--- config.mk ---
export PLATFORM = sky130hd
export DESIGN_NAME = toggle_event_gen
export DESIGN_NICKNAME = d
export VERILOG_FILES = /design/src/rtl/toggle_cov_pkg.sv /design/src/rtl/toggle_popcount.sv /design/src/rtl/toggle_event_gen.sv
export SDC_FILE = /design/constraint.sdc
export NUM_CORES = 1
export LEC_CHECK = 0
export CORE_AREA = 2 2 156 113
export CTS_CLUSTER_DIAMETER = 50
export CTS_CLUSTER_SIZE = 10
export DETAILED_ROUTE_END_ITERATION = 8
export DIE_AREA = 0 0 158 115
export PLACE_DENSITY_LB_ADDON = 0.08
export SETUP_SLACK_MARGIN = 0.1
export SYNTH_ARGS = -nofsm -noshare
export SYNTH_HDL_FRONTEND = slang
export SYNTH_SLANG_ARGS = --single-unit
--- constraint.sdc ---
create_clock -name clock -period 7.8 [get_ports clock]
set_clock_uncertainty 0.1 [all_clocks]
set_input_delay 1.56 -clock clock [delete_from_list [all_inputs] [get_ports clock]]
set_output_delay 1.56 -clock clock [all_outputs]
set_load 0.05 [all_outputs]
--- src/rtl/toggle_cov_pkg.sv ---
// Shared definitions for the toggle-coverage event generator: point indexing and width helpers.
package toggle_cov_pkg;

  localparam int unsigned POINT_RISE = 0;
  localparam int unsigned POINT_FALL = 1;

  function automatic int unsigned rise_idx(input int unsigned i);
    return 2 * i + POINT_RISE;
  endfunction

  function automatic int unsigned fall_idx(input int unsigned i);
    return 2 * i + POINT_FALL;
  endfunction

  // Bits needed to hold a count from 0 to n inclusive.
  function automatic int unsigned cnt_width(input int unsigned n);
    return $clog2(n + 1);
  endfunction

endpackage

--- src/rtl/toggle_popcount.sv ---
// Combinational population count of a W-bit vector.
module toggle_popcount #(
  parameter int unsigned W  = 44,
  parameter int unsigned CW = 6
) (
  input  logic [W-1:0]  vec,
  output logic [CW-1:0] count_c
);

  always_comb begin
    count_c = '0;
    for (int unsigned i = 0; i < W; i++) begin
      count_c = count_c + CW'(vec[i]);
    end
  end

endmodule

--- src/rtl/toggle_event_gen.sv ---
// Per-bit rise/fall event pulses plus sticky toggle coverage for a watched vector.
// Build option: define TOGGLE_FIRST_HIT_ONLY_EN to pulse valid only on the first hit of each point.
module toggle_event_gen
  import toggle_cov_pkg::*;
#(
  parameter int unsigned SIG_W = 22
) (
  input  logic                              clock,
  input  logic                              reset,
  input  logic                              enable,
  input  logic                              clear,
  input  logic [SIG_W-1:0]                  sig,
  output logic [2*SIG_W-1:0]                valid,
  output logic [2*SIG_W-1:0]                covered,
  output logic [cnt_width(2*SIG_W)-1:0]     covered_cnt,
  output logic                              all_covered
);

  localparam int unsigned OUT_W = 2 * SIG_W;
  localparam int unsigned CNT_W = cnt_width(OUT_W);

  logic [SIG_W-1:0] prev;
  logic             armed;
  logic [OUT_W-1:0] events_c;
  logic [OUT_W-1:0] pulses_c;
  logic [OUT_W-1:0] covered_next_c;
  logic [CNT_W-1:0] cnt_next_c;

  // Interleave rise/fall terms so each watched bit owns two adjacent points.
  always_comb begin
    events_c = '0;
    for (int unsigned i = 0; i < SIG_W; i++) begin
      events_c[rise_idx(i)] = armed & enable & ~prev[i] &  sig[i];
      events_c[fall_idx(i)] = armed & enable &  prev[i] & ~sig[i];
    end
  end

`ifdef TOGGLE_FIRST_HIT_ONLY_EN
  assign pulses_c = events_c & ~covered;
`else
  assign pulses_c = events_c;
`endif

  // A same-cycle event survives a clear.
  assign covered_next_c = (clear ? '0 : covered) | events_c;

  toggle_popcount #(
    .W  (OUT_W),
    .CW (CNT_W)
  ) u_popcount (
    .vec     (covered_next_c),
    .count_c (cnt_next_c)
  );

  always_ff @(posedge clock) begin
    if (reset) begin
      prev        <= '0;
      armed       <= 1'b0;
      valid       <= '0;
      covered     <= '0;
      covered_cnt <= '0;
      all_covered <= 1'b0;
    end else begin
      prev        <= sig;
      armed       <= 1'b1;
      valid       <= pulses_c;
      covered     <= covered_next_c;
      covered_cnt <= cnt_next_c;
      all_covered <= (cnt_next_c == CNT_W'(OUT_W));
    end
  end

endmodule

==> results.toml <==
[grt]
grt_pass1_vias = 3544
antenna_found_initial = 0
grt_max_degree = 52
grt-ovfl-total = 0
grt_pass1_wl_um = 19800
globalRouteTotalUtil = 0.150

[run]
maxCapViolCount = 0

[timing]
hold_viol_final = 0
slew_headroom = 0.602
setup_tns_ns = 0
rsz0062_at_grt = "false"
worst_pin_slew_ns = 0.597
drv_slew = 0
fmax_ghz = 0.135
post-route-period-util = 0.952
period_minus_slack_ns = 7.43
finalSetupViolations = 0

[detailed_routing]
detail_route.iter0.violations = 140
vias_per_cell = 4.28
drc = 0
drt-pass1-iter-count = 4
ant_nets = 0
wl_per_cell_um = 16.0
via_count = 3508
routed_wl_um = 13100

[cts]
clock-sinks = 118
numCtsBuffers = 17
cts_root_buf = "clkbuf_16"
cts.htree.levels = 4
path_clk_slew_ns = 0.05
clock_latency_ns = 0.42
max-clock-path-buffers = 2
cts_tree = "built"

[min_path]
hold_path_class = "reg2reg"
hold_depth = 1
min-delay-start = "prev[7]$_SDFF_PP0_"
holdPathEnd = "valid[14]$_SDFF_PP0_"

[critical_path]
worstSetupPathType = "in2reg"
critPathCaptureType = "register"
arrival_ns = 7.69
cp-start-kind = "input pin"
reg2reg_slack_ns = 1.56
r2r_start = "prev[0]$_SDFF_PP0_"
worst_r2r_path_depth = 21
critPathMaxFanout = 25
cp.required_ns = 8.06
r2r-end = "all_covered$_SDFF_PP0_"

[yosys]
ys_types = 30
ys_async_sr_fraction = 0
netlist_top_cells_area = "dfxtp_1 48%, fa_1 14%, a32oi_2 6.6%"
synth-edff-count = 0
yosysSeqAreaShare = 0.481
synth_area_um2 = 4910
postSynthAreaPerCell_um2 = 11.0
synth_top_area_cell = "dfxtp_1"
synthFlopType = "dfxtp_1"
syn_inst = 445
yosys_warnings = 0
syn_nets = 516
synth-seq-cells = 118
synth_top_area_frac = 0.481

[floorplanning]
initial_core_util = 0.294
dieWidth_um = 158
ios = 121
row_count = 40
die_area_um2 = 18200
dieHeight_um = 115
core_um2 = 16700

[pwr]
p_switching_w = 0.000551
powerDensity_nw_per_um2 = 262
clockPowerShare = 0.415
power.total_w = 0.00185
comb_power_share = 0.239
p_seq_frac = 0.346
leakagePower_nw = 2.84
intPower_w = 0.00130
switching_share = 0.298
ir_worst_vdd_mv = 0.171

[cells_and_area]
areaGrowthSynthToFinish_pct = 43.5
drive_gt1_frac = 0.136
antennaDiodeCount = 0
nets = 647
fin_area_um2 = 7050

[status]
status = "complete, no violations"

[placement]
routabilityCongestion = 0.793
place_area_um2 = 6370
dp_hpwl_um = 9550
place.port_buffers = 120
==> cells in the mapped netlist, types with 2 or more instances <==
| library cell | count |
|---|---|
| a21oi_1 | 2 |
| a32oi_1 | 3 |
| a32oi_2 | 20 |
| and2_1 | 21 |
| buf_2 | 13 |
| buf_6 | 3 |
| clkbuf_1 | 4 |
| dfxtp_1 | 118 |
| fa_1 | 35 |
| ha_1 | 10 |
| inv_1 | 61 |
| inv_2 | 2 |
| nand2b_1 | 22 |
| nor2_1 | 62 |
| nor2b_1 | 12 |
| nor3_1 | 16 |
| nor3b_1 | 5 |
| nor3b_2 | 3 |
| o2bb2ai_1 | 21 |
| xnor2_1 | 2 |
==> cells in the final DEF, fill, tap and decap left out, types with 3 or more instances in the layout <==
cell type          n
dfxtp_1          118
clkdlybuf4s50_1  117
nor2_1            62
inv_1             61
fa_1              34
nand2b_1          21
and2_1            21
a32oi_2           18
o2bb2ai_1         17
clkbuf_16         17
nor3_1            16
nor2b_1           12
ha_1              10
buf_4             10
nor3b_1            5
clkinv_2           5
o2bb2ai_2          4
a32oi_1            3
nor3b_2            3
clkbuf_8           3
clkbuf_1           3
==> critical path: stages <==
cell and delay (ns):
clkdlybuf4s50_1 0.47, inv_2 0.08, buf_12 0.18, a32oi_4 0.28, fa_1 0.46, fa_1 0.51
inv_1 0.05, fa_1 0.46, fa_1 0.55, inv_1 0.06, fa_1 0.54, inv_1 0.07
fa_1 0.47, fa_1 0.58, fa_2 0.20, inv_1 0.05, fa_1 0.37, nand2b_1 0.17
a21oi_2 0.18, xnor2_2 0.14, and4b_1 0.21
==> state kept, by name (all words and copies together) (netlist names) <==
register	cells
prev	22
armed	1
all_covered	1
covered	44
covered_cnt	6
valid	44
==> stage by stage <==
step | hold slack (ns) | setup WS, ns | utilization | instances
2_1_floorplan | 0.320 | 0.559 | - | 445
3_3_place_gp | 0.340 | 0.0110 | 0.381 | 786
3_5_place_dp | 0.349 | -0.122 | 0.381 | 786
4_1_cts | 0.356 | 0.292 | 0.416 | 818
5_1_grt | 0.374 | 0.110 | 0.422 | 820
6_report | 0.354 | 0.374 | 0.422 | 820
==> cell families after synthesis <==
kind of cell | after synthesis | synth area share
DFF | 118 | 0.481
AOI/OAI and AO/OA | 50 | 0.117
adders and majority gates | 45 | 0.168
xor gates and xnor gates | 3 | 0.00535
buffers and inverters | 84 | 0.0723
and+or+nand+nor | 145 | 0.156
==> power by group through the flow <==
| stage | Clock (W) | Sequential, W | Combinational (W) |
|---|---|---|---|
| final | 0.000768 | 0.000640 | 0.000441 |
| after global routing | 0.000813 | 0.000643 | 0.000499 |
| after CTS | 0.000786 | 0.000640 | 0.000441 |
| after detailed placement | 0 | 0.000652 | 0.000430 |
| after global placement | 0 | 0.000652 | 0.000430 |
| after floorplan | 0 | 0.000710 | 0.000242 |
==> worst max path at each step <==
stage / from / end / slack [ns] / cells after the start
6_report: clear / all_covered$_SDFF_PP0_ / 0.37 / 21
5_1_grt: clear / all_covered$_SDFF_PP0_ / 0.11 / 21
4_1_cts: sig[0] / all_covered$_SDFF_PP0_ / 0.29 / 22
3_5_place_dp: sig[0] / all_covered$_SDFF_PP0_ / -0.12 / 22
3_3_place_gp: sig[0] / all_covered$_SDFF_PP0_ / 0.01 / 22
2_1_floorplan: clear / all_covered$_SDFF_PP0_ / 0.56 / 22
==> routing by layer <==
layer / GRT usage / routed length, um / up-vias
met5: 0 / 0 / -
met4: 0.0715 / 248 / 0
met3: 0.0430 / 713 / 18
met2: 0.200 / 5210 / 97
met1: 0.220 / 6930 / 1695
li1: - / - / 1698
==> what timing repair did <==
action,in CTS,in global routing
resized for setup,0,14
endpoints found under the setup margin,0,2
hold buffers,0,0
hold endpoints to repair,0,0
buffers inserted,0,1
==> cell type report <==
| cell class | instances | area (um^2) |
|---|---|---|
| sequential | 118 | 2360 |
| inverter | 63 | 236 |
| clock buffer | 23 | 478 |
| fill | 1666 | 9670 |
| timing repair buffer | 132 | 1310 |
| multi-input combinational | 244 | 2270 |
| tap | 231 | 289 |
| clock inverter | 9 | 100 |
(Power assumes the default switching activity.)
